`config.mk`:
```
export PLATFORM = sky130hd
export DESIGN_NAME = icache_tag_ctrl_flat
export DESIGN_NICKNAME = d
export VERILOG_FILES = /design/src/rtl/icache_tag_ctrl_if.sv /design/src/rtl/icache_tag_ctrl.sv /design/src/flat_wrapper.sv
export SDC_FILE = /design/constraint.sdc
export NUM_CORES = 1
export LEC_CHECK = 0
export BUFFER_PORTS_ARGS = -buffer_cell sky130_fd_sc_hd__buf_2
export CAP_MARGIN = 15
export CORE_MARGIN = 4
export CORE_UTILIZATION = 40
export CTS_CLUSTER_SIZE = 40
export DETAILED_ROUTE_END_ITERATION = 7
export GPL_ROUTABILITY_DRIVEN = 0
export PLACE_DENSITY = 0.77
export SLEW_MARGIN = 10
export SYNTH_ARGS = -nofsm -noshare
export SYNTH_HDL_FRONTEND = slang
export SYNTH_SLANG_ARGS = --single-unit
```
`constraint.sdc`:
```
create_clock -name clk -period 1.3 [get_ports clk]
set_input_delay 0.195 -clock clk [delete_from_list [all_inputs] [get_ports clk]]
set_output_delay 0.195 -clock clk [all_outputs]
set_load 0.02 [all_outputs]
```
`src/rtl/icache_tag_ctrl_if.sv`:
```
`timescale 1ns/1ps
// Purpose : fetch-side bundle for icache_tag_ctrl (lookup request, lookup result, fill, invalidate).
// Latency : none, wires only.
// Backpressure: lk_ready / fill_ready are driven by the controller; results carry no backpressure.
// Ports   : master = fetch pipeline side, slave = tag controller side.
interface icache_tag_ctrl_if #(
  parameter int ADDR_WIDTH  = 32,
  parameter int INDEX_WIDTH = 8
);
  logic                   lk_valid;
  logic                   lk_ready;
  logic [ADDR_WIDTH-1:0]  lk_addr;
  logic                   res_valid;
  logic                   res_hit;
  logic [INDEX_WIDTH-1:0] res_index;
  logic                   fill_en;
  logic                   fill_ready;
  logic [ADDR_WIDTH-1:0]  fill_addr;
  logic                   inv_req;
  logic                   busy;

  modport master (
    output lk_valid, lk_addr, fill_en, fill_addr, inv_req,
    input  lk_ready, res_valid, res_hit, res_index, fill_ready, busy
  );

  modport slave (
    input  lk_valid, lk_addr, fill_en, fill_addr, inv_req,
    output lk_ready, res_valid, res_hit, res_index, fill_ready, busy
  );
endinterface

```
`src/rtl/icache_tag_ctrl.sv`:
```
`timescale 1ns/1ps
// Purpose : owns both ports of the ICACHE_TAG0 tag RAM: pipelined hit/miss lookup, line-fill tag writes, invalidate-all sweeps.
// Latency : lookup accepted at edge N -> res_valid in the cycle after edge N+1; fills write at the accepting edge; sweep 256 cycles.
// Backpressure: lk_ready/fill_ready low while sweeping; lk_ready also drops on a same-index fill (default build); results are never stalled.
// Ports   : clk/rst plain (rst async active-high, also resets the RAM ports); bus = slave side of icache_tag_ctrl_if;
//           tag_wr_* = RAM write port, tag_rd_addr/tag_rd_data = RAM read port (data one cycle after the address edge).
// Option  : define ICACHE_TAG_BYPASS_EN to forward a same-cycle same-index fill word into the lookup instead of stalling it.
module icache_tag_ctrl #(
  parameter int ADDR_WIDTH   = 32,
  parameter int INDEX_WIDTH  = 8,
  parameter int OFFSET_WIDTH = 4,
  parameter int TAG_WIDTH    = ADDR_WIDTH - INDEX_WIDTH - OFFSET_WIDTH
) (
  input  logic                   clk,
  input  logic                   rst,
  icache_tag_ctrl_if.slave       bus,
  output logic                   tag_wr_en,
  output logic [INDEX_WIDTH-1:0] tag_wr_addr,
  output logic [TAG_WIDTH:0]     tag_wr_data,
  output logic [INDEX_WIDTH-1:0] tag_rd_addr,
  input  logic [TAG_WIDTH:0]     tag_rd_data
);

  typedef enum logic {ST_SWEEP, ST_RUN} state_t;

  localparam logic [INDEX_WIDTH-1:0] LAST_IDX = '1;

  state_t                 state_q, state_d;
  logic [INDEX_WIDTH-1:0] sweep_cnt_q, sweep_cnt_d;

  logic                   lk_ready;
  logic                   fill_ready;
  logic                   busy;
  logic                   lk_acc;
  logic                   same_idx;

  logic [INDEX_WIDTH-1:0] lk_idx, fill_idx;
  logic [TAG_WIDTH-1:0]   lk_tag, fill_tag;

  // Stage 1: lookup whose RAM read is in flight.
  logic                   s1_vld_q;
  logic [TAG_WIDTH-1:0]   s1_tag_q;
  logic [INDEX_WIDTH-1:0] s1_idx_q;
  logic [TAG_WIDTH:0]     s1_word;
  logic                   s1_hit;

  logic                   res_valid_q;
  logic                   res_hit_q;
  logic [INDEX_WIDTH-1:0] res_index_q;

  logic                   unused_offset_bits;

  assign lk_idx   = bus.lk_addr[OFFSET_WIDTH +: INDEX_WIDTH];
  assign lk_tag   = bus.lk_addr[ADDR_WIDTH-1 -: TAG_WIDTH];
  assign fill_idx = bus.fill_addr[OFFSET_WIDTH +: INDEX_WIDTH];
  assign fill_tag = bus.fill_addr[ADDR_WIDTH-1 -: TAG_WIDTH];

  assign unused_offset_bits = ^{bus.lk_addr[OFFSET_WIDTH-1:0], bus.fill_addr[OFFSET_WIDTH-1:0]};

  // The read address follows the request directly so the RAM samples it at the accepting edge.
  assign tag_rd_addr = lk_idx;

  assign same_idx = bus.fill_en && (fill_idx == lk_idx);
  assign lk_acc   = bus.lk_valid && lk_ready;

  always_ff @(posedge clk or posedge rst) begin
    if (rst) begin
      state_q     <= ST_SWEEP;
      sweep_cnt_q <= '0;
    end else begin
      state_q     <= state_d;
      sweep_cnt_q <= sweep_cnt_d;
    end
  end

  always_comb begin
    state_d     = state_q;
    sweep_cnt_d = sweep_cnt_q;
    tag_wr_en   = 1'b0;
    tag_wr_addr = fill_idx;
    tag_wr_data = {1'b1, fill_tag};
    lk_ready    = 1'b0;
    fill_ready  = 1'b0;
    busy        = 1'b0;
    case (state_q)
      ST_SWEEP: begin
        busy        = 1'b1;
        tag_wr_en   = 1'b1;
        tag_wr_addr = sweep_cnt_q;
        tag_wr_data = '0;
        sweep_cnt_d = sweep_cnt_q + 1'b1;
        if (sweep_cnt_q == LAST_IDX) begin
          state_d = ST_RUN;
        end
      end
      ST_RUN: begin
        fill_ready = 1'b1;
        tag_wr_en  = bus.fill_en;
`ifdef ICACHE_TAG_BYPASS_EN
        lk_ready   = 1'b1;
`else
        // A same-index fill would be written at the very edge the RAM reads; hold the lookup one cycle.
        lk_ready   = !same_idx;
`endif
        // Waiting for stage 1 to drain is not needed for correctness of its read (already sampled),
        // but a lookup in stage 1 must not be accepted into a sweep window behind another one.
        if (bus.inv_req && !s1_vld_q) begin
          state_d     = ST_SWEEP;
          sweep_cnt_d = '0;
        end
      end
      default: begin
        state_d     = ST_SWEEP;
        sweep_cnt_d = '0;
      end
    endcase
  end

`ifdef ICACHE_TAG_BYPASS_EN
  // Same-cycle fill to the looked-up index: the RAM returns the old word, so carry the fill word instead.
  logic                 s1_byp_q;
  logic [TAG_WIDTH-1:0] s1_fill_tag_q;

  always_ff @(posedge clk or posedge rst) begin
    if (rst) begin
      s1_byp_q      <= 1'b0;
      s1_fill_tag_q <= '0;
    end else if (lk_acc) begin
      s1_byp_q      <= same_idx;
      s1_fill_tag_q <= fill_tag;
    end
  end

  assign s1_word = s1_byp_q ? {1'b1, s1_fill_tag_q} : tag_rd_data;
`else
  assign s1_word = tag_rd_data;
`endif

  assign s1_hit = s1_word[TAG_WIDTH] && (s1_word[TAG_WIDTH-1:0] == s1_tag_q);

  always_ff @(posedge clk or posedge rst) begin
    if (rst) begin
      s1_vld_q <= 1'b0;
      s1_tag_q <= '0;
      s1_idx_q <= '0;
    end else begin
      s1_vld_q <= lk_acc;
      if (lk_acc) begin
        s1_tag_q <= lk_tag;
        s1_idx_q <= lk_idx;
      end
    end
  end

  always_ff @(posedge clk or posedge rst) begin
    if (rst) begin
      res_valid_q <= 1'b0;
      res_hit_q   <= 1'b0;
      res_index_q <= '0;
    end else begin
      res_valid_q <= s1_vld_q;
      if (s1_vld_q) begin
        res_hit_q   <= s1_hit;
        res_index_q <= s1_idx_q;
      end
    end
  end

  assign bus.lk_ready   = lk_ready;
  assign bus.fill_ready = fill_ready;
  assign bus.busy       = busy;
  assign bus.res_valid  = res_valid_q;
  assign bus.res_hit    = res_hit_q;
  assign bus.res_index  = res_index_q;

endmodule

```
`src/flat_wrapper.sv`:
```
// flat-port wrapper written by rule: the top's interface ports become plain ports
module icache_tag_ctrl_flat 
#(
  parameter int ADDR_WIDTH   = 32,
  parameter int INDEX_WIDTH  = 8,
  parameter int OFFSET_WIDTH = 4,
  parameter int TAG_WIDTH    = ADDR_WIDTH - INDEX_WIDTH - OFFSET_WIDTH
)
  (clk, rst, tag_wr_en, tag_wr_addr, tag_wr_data, tag_rd_addr, tag_rd_data, bus_lk_valid, bus_lk_addr, bus_fill_en, bus_fill_addr, bus_inv_req, bus_lk_ready, bus_res_valid, bus_res_hit, bus_res_index, bus_fill_ready, bus_busy);
  icache_tag_ctrl_if #(.ADDR_WIDTH(ADDR_WIDTH), .INDEX_WIDTH(INDEX_WIDTH)) bus_i ();
  input  logic clk;
  input  logic rst;
  output logic tag_wr_en;
  output logic [INDEX_WIDTH-1:0] tag_wr_addr;
  output logic [TAG_WIDTH:0] tag_wr_data;
  output logic [INDEX_WIDTH-1:0] tag_rd_addr;
  input  logic [TAG_WIDTH:0] tag_rd_data;
  input wire logic [$bits(bus_i.lk_valid)-1:0] bus_lk_valid;
  input wire logic [$bits(bus_i.lk_addr)-1:0] bus_lk_addr;
  input wire logic [$bits(bus_i.fill_en)-1:0] bus_fill_en;
  input wire logic [$bits(bus_i.fill_addr)-1:0] bus_fill_addr;
  input wire logic [$bits(bus_i.inv_req)-1:0] bus_inv_req;
  output wire logic [$bits(bus_i.lk_ready)-1:0] bus_lk_ready;
  output wire logic [$bits(bus_i.res_valid)-1:0] bus_res_valid;
  output wire logic [$bits(bus_i.res_hit)-1:0] bus_res_hit;
  output wire logic [$bits(bus_i.res_index)-1:0] bus_res_index;
  output wire logic [$bits(bus_i.fill_ready)-1:0] bus_fill_ready;
  output wire logic [$bits(bus_i.busy)-1:0] bus_busy;
  assign bus_i.lk_valid = bus_lk_valid;
  assign bus_i.lk_addr = bus_lk_addr;
  assign bus_i.fill_en = bus_fill_en;
  assign bus_i.fill_addr = bus_fill_addr;
  assign bus_i.inv_req = bus_inv_req;
  assign bus_lk_ready = bus_i.lk_ready;
  assign bus_res_valid = bus_i.res_valid;
  assign bus_res_hit = bus_i.res_hit;
  assign bus_res_index = bus_i.res_index;
  assign bus_fill_ready = bus_i.fill_ready;
  assign bus_busy = bus_i.busy;
  icache_tag_ctrl #(.ADDR_WIDTH(ADDR_WIDTH), .INDEX_WIDTH(INDEX_WIDTH), .OFFSET_WIDTH(OFFSET_WIDTH), .TAG_WIDTH(TAG_WIDTH)) u_core (.clk(clk), .rst(rst), .bus(bus_i), .tag_wr_en(tag_wr_en), .tag_wr_addr(tag_wr_addr), .tag_wr_data(tag_wr_data), .tag_rd_addr(tag_rd_addr), .tag_rd_data(tag_rd_data));
endmodule
```
# Word-level counts from Yosys, hierarchy flattened
# Index checks and enable logic that the tools add are counted.
[totals] regBits=48 elab_cells=31 output_inout_bits=51
[op_classes] reduce_logical=6 addsub=1 n_bitwise=1 n_mux=11 n_eq_ne=4
[op_table] cell="two-way mux 21 bit" n=1
[op_table] cell="equality test 20 bit" n=1
[op_table] cell="two-way mux 8 bit" n=2
[op_table] cell="one-hot mux 8 bit (2 select lines)" n=1
[op_table] cell="adder 8 x 1 -> 8 bit, second input constant" n=1
[op_table] cell="equality test 8 bit" n=1
[op_table] cell="equality test 8 bit, second input constant" n=1
[op_table] cell="two-way mux 1 bit" n=5
[op_table] cell="logical AND 1 bit" n=4
[op_table] cell="one-hot mux 1 bit (2 select lines)" n=2
[op_table] cell="logical NOT 1 bit" n=2
[op_table] cell="!= test 2 bit, second input constant" n=1
[op_table] cell="NOT 1 bit" n=1

# Depth between registers and ports, before layout
# Gate-level depths: netlist of the first run.
[depth] ltp_word=5 mapped_depth=6 depth_no_buf=5

# Worst setup path after synthesis of the first run
# No wires, ideal clock.
[synth_timing] path_type="register -> register" start="register u_core.state_q" end="register u_core.s1_idx_q[7]" stages_incl_launch_ff=6 path_slack_ps=-210 synth_period_minus_slack_ps=1510 setup_ps=127 path_buffers=2 t_arrival_ps=1383 cell_sequence="dfrtp_1 and2_1 o31ai_2 buf_4 buf_6 mux2_1"
[synth_via] elab_chain_cells=2
[synth_lines] element="start, declared" line="icache_tag_ctrl.sv:28" source="state_t state_q, state_d;"
[synth_lines] element="start signal, assigned" line="icache_tag_ctrl.sv:71" source="state_q <= state_d;"
[synth_lines] element="two-way mux 1 bit" line="icache_tag_ctrl.sv:85" source="case (state_q)"
[synth_lines] element="logical AND 1 bit" line="icache_tag_ctrl.sv:64" source="assign lk_acc = bus.lk_valid && lk_ready;"
[synth_lines] element="end signal, assigned" line="icache_tag_ctrl.sv:150" source="s1_idx_q <= lk_idx;"
[synth_lines] element="end, declared" line="icache_tag_ctrl.sv:43" source="logic [INDEX_WIDTH-1:0] s1_idx_q;"
# No other way between the ends.
# A chain may end at the register's enable or synchronous reset.

# Final worst setup path of the first run
[layout_timing] start="register u_core.state_q" end="output tag_wr_addr[4]"
[layout_via] elab_chain_cells=1
[layout_lines] element="two-way mux 8 bit" line="icache_tag_ctrl.sv:85"
[layout_lines] element="end, declared" line="flat_wrapper.sv:14" source="output logic [INDEX_WIDTH-1:0] tag_wr_addr;"
# No other way between the ends.

==> flow_summary_export.csv, run 1 <==
group,metric,value,unit
run_status,status,"complete, but fails checks",
run_status,violations,"setup timing",
power_and_ir_drop,p_switching,0.001364,W
sta,grt_setup_unrepaired,"true",
placement,placed_cells,426,
layout,fin_util,64.31,%
yosys,ys_seq_elements,48,
global_routing,grt_max_degree,25,
sta,worst_hold_slack,0.1294,ns
floorplanning,dieHeight,86.84,um
worst_setup_path,cp_cell_sequence,"clkbuf_16, mux2_2, buf_6",
worst_setup_path,critPathMaxStageDelay,0.43,ns
floorplanning,floorplan.initialDensity,41.50,%
yosys,yosysSeqAreaShare,48.31,%
cts,cts.path.max_buffers,2,
sta,tightest_slew,0.4248,ns
worst_setup_path,critPathSlowestCell,"dfrtp_2",
worst_setup_path,worstPathRequired,1.11,ns
power_and_ir_drop,p_clk_share,22.2,%
yosys,ys_warn_count,0,
yosys,synth.top_cell.area_share,48.31,%
worst_setup_path,crit_arrival,1.35,ns
global_routing,antenna_found_initial,0,
yosys,syn_area_per_cell,11.84,um^2
floorplanning,core_area,0.005991,mm^2
power_and_ir_drop,max-vdd-ir-drop,995.7,uV
yosys,synth.most_common_cell,"dfrtp_1",
sta,hold_viol,0,
power_and_ir_drop,powerDensity,1178,mW/mm^2
placement,portBuffers,132,
yosys,synth_top_cell_by_area,"dfrtp_1",
min_path,min_delay_worst_endpoint,"u_core.s1_tag_q[14]",
route,vias_per_cell,4.857,
yosys,synth_edf_count,0,
yosys,synth_area,0.002486,mm^2
min_path,hp-start,"bus_lk_addr[26]",
cts,cts_tree,"yes",
route,drc,0,
min_path,min_path_type,"input port to flop",
route,drtPass1Iterations,4,
power_and_ir_drop,power_frac_seq,44.3,%
worst_setup_path,cp_max_fo,5,
run,max-cap-violations,0,
sta,finalCriticalPeriod,1.550,ns
cts,clk_pin_slew,0.08,ns
worst_setup_path,start_kind,"flop",
yosys,synth_flop_cell,"dfrtp_1",
floorplanning,design.die.area,0.007540,mm^2
worst_setup_path,crit_type,"flop to output port",
worst_setup_path,cp-end-kind,"output port",
route,wl,6638,um
layout,layoutNonFillerInstCount,440,
layout,final_layout_size_suffix_gt1_share,64.93,%
worst_setup_path,worstReg2RegStart,"u_core.state_q",
min_path,hold_depth,2,
yosys,syn_nets,301,
power_and_ir_drop,internal_power,0.003173,W
global_routing,grt_pass1_wl,9577,um
route,vias,2137,
cts,cts_made_buffers,5,
sta,slew_headroom,71.68,%
route,ant_nets,0,
cts,clk_latency,0.30,ns
global_routing,grt_pass1_vias,2084,
cts,root_buffer,"clkbuf_8",
floorplanning,rows,28,
sta,period_share,119.2,%
route,wl_per_cell,15.09,um
yosys,synth_common_cells,"dfrtp_1 (48), mux2_2 (35), and2_1 (21)",
yosys,ys_top_cells_by_area,"dfrtp_1 (48%), mux2_2 (16%), xor2_1 (6.7%)",
power_and_ir_drop,power.leakage,2.000,nW
cts,htree_levels,2,
sta,setup-violations-final,62,
power_and_ir_drop,p_comb_share,33.5,%
sta,setup_slack,-0.2497,ns
layout,nets,457,
sta,slew_violations,0,
layout,syn2layout_area_growth,54.96,%
sta,max_clock_freq,645.3,MHz
yosys,ys_types,29,
worst_setup_path,r2r_setup_slack,-0.24,ns
floorplanning,die_x,86.84,um
cts,cts.sinks,48,
layout,num_antenna_cells,0,
floorplanning,io_pins,141,
worst_setup_path,r2r.worst_path.cells,5,
power_and_ir_drop,total_power,0.004537,W
power_and_ir_drop,swShare,30.07,%
yosys,synthArstFlopShare,100.0,%
sta,finClkSkew,0.004900,ns
global_routing,grt-ovfl-total,0,
worst_setup_path,reg2reg_to,"u_core.s1_idx_q[1]",
route,drt_iter0_markers,31,
yosys,syn_inst,210,
global_routing,grt_usage,15.95,%
placement,place_hpwl,5041,um
[cell type report]
cell class	count	area, um^2
Sequential cell	48	1202
Tap cell	75	93.84
Clock inverter	1	30.03
Fill cell	478	2138
Inverter	4	18.77
Multi-Input combinational cell	141	1343
Timing Repair Buffer	166	1096
Clock buffer	5	68.82
[what timing repair did]
| action | in CTS | in global routing |
|---|---|---|
| endpoints found under the setup margin | 67 | 66 |
| pin swaps | 3 | 6 |
| endpoints found under the hold margin | 14 | 0 |
| gates resized for setup | 21 | 39 |
| setup buffers | 2 | 4 |
| hold buffers | 1 | 0 |
| cloned | 0 | 3 |
[stage by stage]
| step | instance area, um^2 | TNS [ns] | setup WS, ns |
|---|---|---|---|
| 5_1_grt | 3852 | -14.84 | -0.2842 |
| 4_1_cts | 3632 | -11.11 | -0.2493 |
| 6_report | 3852 | -12.51 | -0.2497 |
| 3_5_place_dp | 3435 | -11.25 | -0.4072 |
| 2_1_floorplan | 2555 | -2.796 | -0.1633 |
| 3_3_place_gp | 3435 | -9.713 | -0.3502 |
[state kept, by name (all words and copies together) (netlist names)]
register / count
u_core.bus.res_hit: 1
u_core.bus.res_index: 8
u_core.bus.res_valid: 1
u_core.s1_idx_q: 8
u_core.s1_tag_q: 20
u_core.s1_vld_q: 1
u_core.state_q: 1
u_core.sweep_cnt_q: 8
[worst max-delay path by stage]
stage	from	end	depth (start not counted)
floorplan	bus_fill_addr[8]	u_core.s1_idx_q[7]	6
global route	u_core.state_q	tag_wr_data[17]	4
CTS	u_core.state_q	tag_wr_addr[0]	3
global placement	bus_fill_addr[5]	u_core.s1_tag_q[7]	6
finish	u_core.state_q	tag_wr_addr[4]	3
detailed placement	bus_fill_addr[6]	u_core.s1_tag_q[18]	6
[logic make-up after synthesis]
kind of cell	after synthesis	share of synthesized area (%)
flops	48	48.31
simple gates	47	10.47
mux	44	19.93
xor+xnor	30	10.57
buf+inv	21	5.083
compound gates	19	5.133
fa+ha+maj	1	0.5032
[power by group through the flow]
stage | logic (W) | registers (W) | clock network [W]
final | 0.00152 | 0.00201 | 0.00101
after global routing | 0.00163 | 0.00204 | 0.00110
after CTS | 0.00131 | 0.00198 | 0.00105
after detailed placement | 0.00125 | 0.00201 | 0
after global placement | 0.00122 | 0.00200 | 0
after floorplan | 0.000752 | 0.00201 | 0
[cell usage in the layout, fill, tap and decap left out, types with 2 or more instances in the layout]
cell         n
a22o_1       3
and2_1      19
and2_4       2
buf_12       3
buf_2      117
buf_4       27
buf_6       14
buf_8        2
clkbuf_16    2
clkbuf_8     5
dfrtp_1     47
inv_1        2
mux2_2      27
mux2_4      17
nand2_1      6
nand3_1      3
nand4_1      3
nor2_1       3
nor3_1       2
nor4_2       3
o21ai_0      5
o21ai_1      3
xnor2_1      7
xnor2_2      4
xor2_1      19
[worst max-delay path, delay by kind of cell, from the launching register on]
| kind | cells | cell delay (ns) |
|---|---|---|
| buf+inv | 2 | 0.29 |
| flops | 1 | 0.43 |
| mux | 1 | 0.34 |
[per-layer routing]
metal  vias up  part of all wire, %  track usage (%)
li1       1026                    -                -
met1      1021                   42            19.99
met3         6                  6.2            3.707
met5         -                    0                0
met2        84                   51            27.40
met4         0                  1.1            4.533
Note: power is estimated with default switching activity, not from simulation.
==> run 2: changes to the inputs <==
--- a/config.mk
+++ b/config.mk
@@ -7,11 +7,12 @@
 export LEC_CHECK = 0
 export BUFFER_PORTS_ARGS = -buffer_cell sky130_fd_sc_hd__buf_2
 export CAP_MARGIN = 15
-export CORE_MARGIN = 4
+export CORE_MARGIN = 2
 export CORE_UTILIZATION = 40
 export CTS_CLUSTER_SIZE = 40
 export DETAILED_ROUTE_END_ITERATION = 7
 export GPL_ROUTABILITY_DRIVEN = 0
+export MAX_ROUTING_LAYER = met4
 export PLACE_DENSITY = 0.77
 export SLEW_MARGIN = 10
 export SYNTH_ARGS = -nofsm -noshare
==> flow_summary_export.csv, run 2 (synthesis gave the netlist of run 1 again) <==
group,metric,value,unit
run_status,status,"complete, but fails checks",
run_status,violations,"setup timing",
sta,max_clock_freq,630.7,MHz
sta,setup_slack,-0.2856,ns
placement,place_hpwl,4569,um
sta,slew_violations,0,
sta,finalCriticalPeriod,1.586,ns
global_routing,grt-ovfl-total,0,
sta,setup-violations-final,61,
run,max-cap-violations,0,
power_and_ir_drop,max-vdd-ir-drop,875.1,uV
route,ant_nets,0,
sta,hold_viol,0,
floorplanning,dieHeight,82.84,um
sta,finClkSkew,0.008943,ns
global_routing,grt_max_degree,32,
global_routing,grt_usage,19.93,%
layout,layout_common_cells,"buf_2 (92), dfrtp_1 (47), buf_6 (39)",
route,wl_per_cell,16.55,um
sta,tightest_slew,0.4498,ns
layout,largest_reg_flops,20,
route,drt_iter0_markers,77,
floorplanning,io_pins,141,
power_and_ir_drop,powerDensity,1094,mW/mm^2
sta,period_share,122.0,%
cts,htree_levels,2,
min_path,min_path_type,"input port to flop",
cts,cts.path.max_buffers,2,
route,vias,2187,
layout,layoutNonFillerInstCount,452,
route,drtPass1Iterations,4,
layout,top_register,"u_core.s1_tag_q",
sta,grt_setup_unrepaired,"true",
cts,cts.sinks,48,
global_routing,grt_pass1_vias,2206,
floorplanning,core_area,0.005956,mm^2
power_and_ir_drop,power.leakage,2.229,nW
worst_setup_path,crit_arrival,1.39,ns
route,wl,7480,um
floorplanning,rows,28,
placement,placed_cells,424,
cts,clk_pin_slew,0.09,ns
worst_setup_path,cp_max_fo,7,
cts,cts_made_buffers,5,
global_routing,grt_pass1_wl,11010,um
cts,cts_tree,"yes",
floorplanning,die_x,82.84,um
worst_setup_path,start_kind,"flop",
floorplanning,design.die.area,0.006862,mm^2
layout,nets,467,
worst_setup_path,worstPathRequired,1.11,ns
layout,final_common_cell,"buf_2",
worst_setup_path,cp-end-kind,"output port",
cts,root_buffer,"clkbuf_8",
placement,portBuffers,132,
floorplanning,floorplan.initialDensity,41.74,%
layout,final_layout_size_suffix_gt1_share,70.29,%
global_routing,antenna_found_initial,0,
power_and_ir_drop,total_power,0.004701,W
route,drc,0,
layout,syn2layout_area_growth,72.87,%
worst_setup_path,crit_type,"flop to output port",
placement,post-place-ws,-0.3854,ns
layout,num_antenna_cells,0,
route,vias_per_cell,4.838,
sta,slew_headroom,69.95,%
cts,clk_latency,0.30,ns
## run 2: what timing repair did
| item | in CTS | in global routing |
|---|---|---|
| setup buffers | 7 | 8 |
| gates cloned | 3 | 4 |
| setup endpoints to repair | 62 | 69 |
| pin swaps | 0 | 10 |
| resized for setup | 56 | 99 |
| hold buffers | 1 | 0 |
| hold endpoints to repair | 17 | 0 |
## run 2: area by class of cell
class,instances,area (um^2)
fillers,448,1658
multi-input cells,141,1465
repair buffers,176,1408
flip-flops and latches,48,1202
well taps,75,93.84
clock buffers,6,72.57
clock inverters,2,35.03
inverters,4,21.27
## run 2: where the power goes
group | total [W] | switching (W) | internal [W]
logic | 0.00163 | 0.000694 | 0.000938
clock network | 0.00105 | 0.000482 | 0.000571
registers | 0.00202 | 0.000258 | 0.00176
total | 0.00470 | 0.00143 | 0.00327
## run 2: final timing paths
| kind | start | end | slack, ns | cells after the start |
|---|---|---|---|---|
| max in group asynchronous | rst | u_core.s1_tag_q[5] | 0.36 | 4 |
| worst max register to register | u_core.state_q | u_core.s1_tag_q[11] | -0.15 | 5 |
| worst min-delay path | bus_lk_addr[15] | u_core.s1_tag_q[3] | 0.12 | 2 |
| min in group asynchronous | rst | u_core.sweep_cnt_q[3] | 0.46 | 3 |
| worst max-delay path | u_core.state_q | tag_wr_addr[1] | -0.29 | 3 |
| worst min register to register | u_core.bus.res_hit | u_core.bus.res_hit | 0.49 | 1 |
## run 2: worst max-delay path, cell delays in order, from the launching register on
cell     delay (ns)
dfrtp_2        0.47
buf_8          0.17
mux2_4         0.32
buf_6          0.14
## run 2: through the flow
| stage | hold slack [ns] | cell area (um^2) | TNS [ns] | utilization, % |
|---|---|---|---|---|
| 2_1_floorplan | 0.2246 | 2555 | -2.796 | - |
| 3_3_place_gp | 0.2253 | 3407 | -9.772 | 57.21 |
| 3_5_place_dp | 0.2387 | 3407 | -10.25 | 57.21 |
| 4_1_cts | 0.1183 | 3892 | -10.31 | 65.36 |
| 5_1_grt | 0.1178 | 4298 | -12.43 | 72.16 |
| 6_report | 0.1224 | 4298 | -10.69 | 72.16 |
## run 2: metal layers
layer	wire [um]	track usage [%]	part of all wire, %
met5	0	-	0
met4	51	4.024	0.68
met3	405	3.479	5.4
met2	3853	32.26	52
met1	3170	26.64	42
==> run 3: changes to the inputs <==
--- a/config.mk
+++ b/config.mk
@@ -14,6 +14,7 @@
 export GPL_ROUTABILITY_DRIVEN = 0
 export MAX_ROUTING_LAYER = met4
 export PLACE_DENSITY = 0.77
+export SETUP_SLACK_MARGIN = 0.1
 export SLEW_MARGIN = 10
 export SYNTH_ARGS = -nofsm -noshare
 export SYNTH_HDL_FRONTEND = slang
==> flow_summary_export.csv, run 3 (synthesis gave the netlist of run 1 again) <==
group,metric,value,unit
min_path,min_path_type,"input port to flop",
layout,largest_reg_flops,20,
floorplanning,die_x,82.84,um
floorplanning,dieHeight,82.84,um
power_and_ir_drop,max-vdd-ir-drop,903.0,uV
run_status,status,"complete, but fails checks",
sta,worst_hold_slack,0.1277,ns
global_routing,antenna_found_initial,0,
cts,cts_tree,"yes",
sta,max_clock_freq,639.0,MHz
layout,final_common_cell,"buf_2",
global_routing,grt_pass1_wl,11000,um
worst_setup_path,start_kind,"flop",
cts,cts_made_buffers,5,
floorplanning,core_area,0.005956,mm^2
cts,cts.sinks,48,
min_path,min_delay_worst_endpoint,"u_core.s1_tag_q[14]",
worst_setup_path,reg2reg_to,"u_core.s1_tag_q[13]",
power_and_ir_drop,total_power,0.004394,W
worst_setup_path,worstPathRequired,1.11,ns
sta,setup-violations-final,62,
layout,syn2layout_area_growth,61.90,%
layout,fin_util,67.58,%
route,drt_iter0_markers,65,
sta,fin_setup_tns,-9.158,ns
placement,placed_cells,425,
sta,period_share,120.4,%
cts,root_buffer,"clkbuf_8",
min_path,hp-start,"bus_lk_addr[26]",
route,drc,0,
global_routing,grt_pass1_vias,2201,
floorplanning,rows,28,
global_routing,grt_usage,20.54,%
route,wl_per_cell,15.70,um
cts,htree_levels,2,
route,wl,7048,um
placement,portBuffers,132,
route,vias_per_cell,4.811,
sta,slew_headroom,78.53,%
cts,clk_pin_slew,0.09,ns
power_and_ir_drop,power.leakage,2.115,nW
sta,hold_viol,0,
min_path,hold_depth,2,
layout,num_antenna_cells,0,
sta,slew_violations,0,
floorplanning,io_pins,141,
layout,layoutNonFillerInstCount,449,
cts,cts.path.max_buffers,2,
worst_setup_path,crit_type,"flop to output port",
layout,layout_common_cells,"buf_2 (114), dfrtp_1 (45), buf_4 (35)",
layout,final_layout_size_suffix_gt1_share,68.18,%
run_status,violations,"setup timing",
worst_setup_path,cp-end-kind,"output port",
floorplanning,design.die.area,0.006862,mm^2
worst_setup_path,worstReg2RegStart,"u_core.state_q",
route,vias,2160,
sta,finalCriticalPeriod,1.565,ns
power_and_ir_drop,powerDensity,1092,mW/mm^2
global_routing,grt_max_degree,49,
route,drtPass1Iterations,4,
route,ant_nets,0,
worst_setup_path,cp_max_fo,13,
sta,finClkSkew,0.006289,ns
sta,grt_setup_unrepaired,"true",
worst_setup_path,r2r_setup_slack,-0.16,ns
sta,setup_slack,-0.2648,ns
sta,tightest_slew,0.3194,ns
global_routing,grt-ovfl-total,0,
layout,nets,464,
worst_setup_path,r2r.worst_path.cells,6,
placement,place_hpwl,4747,um
worst_setup_path,crit_arrival,1.37,ns
layout,top_register,"u_core.s1_tag_q",
run,max-cap-violations,0,
cts,clk_latency,0.30,ns
floorplanning,floorplan.initialDensity,41.74,%
==> run 3: cell count changes in the layout (fill, tap and decap cells not counted), moves of 3 or more <==
cell,change
and2_1,+18
and2_4,-18
buf_2,+22
buf_4,+5
buf_6,-25
buf_8,-3
clkbuf_16,-3
mux2_2,+8
mux2_4,-8
==> run 3: per-stage QoR <==
| stage | area [um^2] | worst slack [ns] |
|---|---|---|
| final | 4025 | -0.2648 |
| after CTS | 3889 | -0.2665 |
| after global routing | 4025 | -0.3082 |
| after detailed placement | 3421 | -0.3870 |
| after global placement | 3421 | -0.3340 |
| after floorplan | 2569 | -0.1633 |
==> run 3: metal layers <==
layer	up-vias	routed length, um	track usage [%]
li1	1035	-	-
met2	73	3728	34.97
met5	-	0	-
met4	0	61	4.918
met1	1046	2908	25.02
met3	6	350	4.473
==> run 3: how the worst max path moves through the flow <==
| stage | endpoint | cells after the start | start | slack (ns) |
|---|---|---|---|---|
| 6_report | tag_wr_addr[7] | 3 | u_core.state_q | -0.26 |
| 5_1_grt | tag_wr_addr[7] | 3 | u_core.state_q | -0.31 |
| 4_1_cts | tag_wr_addr[7] | 3 | u_core.state_q | -0.27 |
| 3_5_place_dp | u_core.s1_tag_q[12] | 6 | bus_lk_addr[10] | -0.39 |
| 3_3_place_gp | u_core.s1_tag_q[7] | 6 | bus_fill_addr[6] | -0.33 |
| 2_1_floorplan | u_core.s1_idx_q[7] | 6 | bus_fill_addr[8] | -0.16 |
==> run 3: power by group <==
| group | switching (W) | internal, W |
|---|---|---|
| combinational | 0.000667 | 0.000814 |
| clock | 0.000487 | 0.000383 |
| sequential | 0.000279 | 0.00176 |
| total | 0.00143 | 0.00296 |
==> run 3: area by class of cell <==
type / instances / area, um^2
clock buffer: 6 / 72.57
tap: 75 / 93.84
timing repair buffer: 173 / 1189
fill: 450 / 1931
multi-input combinational: 141 / 1430
sequential: 48 / 1205
inverter: 4 / 18.77
clock inverter: 2 / 16.27
==> run 3: what timing repair did <==
item                       4_1_cts  5_1_grt
pin swaps                        9       15
hold buffers                     1        0
setup buffers                    8        4
hold endpoints to repair        48        0
gates resized for setup         56       28
gates cloned                     3        0
setup endpoints to repair       68       71
==> run 3: critical path, cell delays in order, from the launching register on <==
cell,delay [ns]
dfrtp_2,0.40
buf_12,0.15
mux2_2,0.36
buf_4,0.16
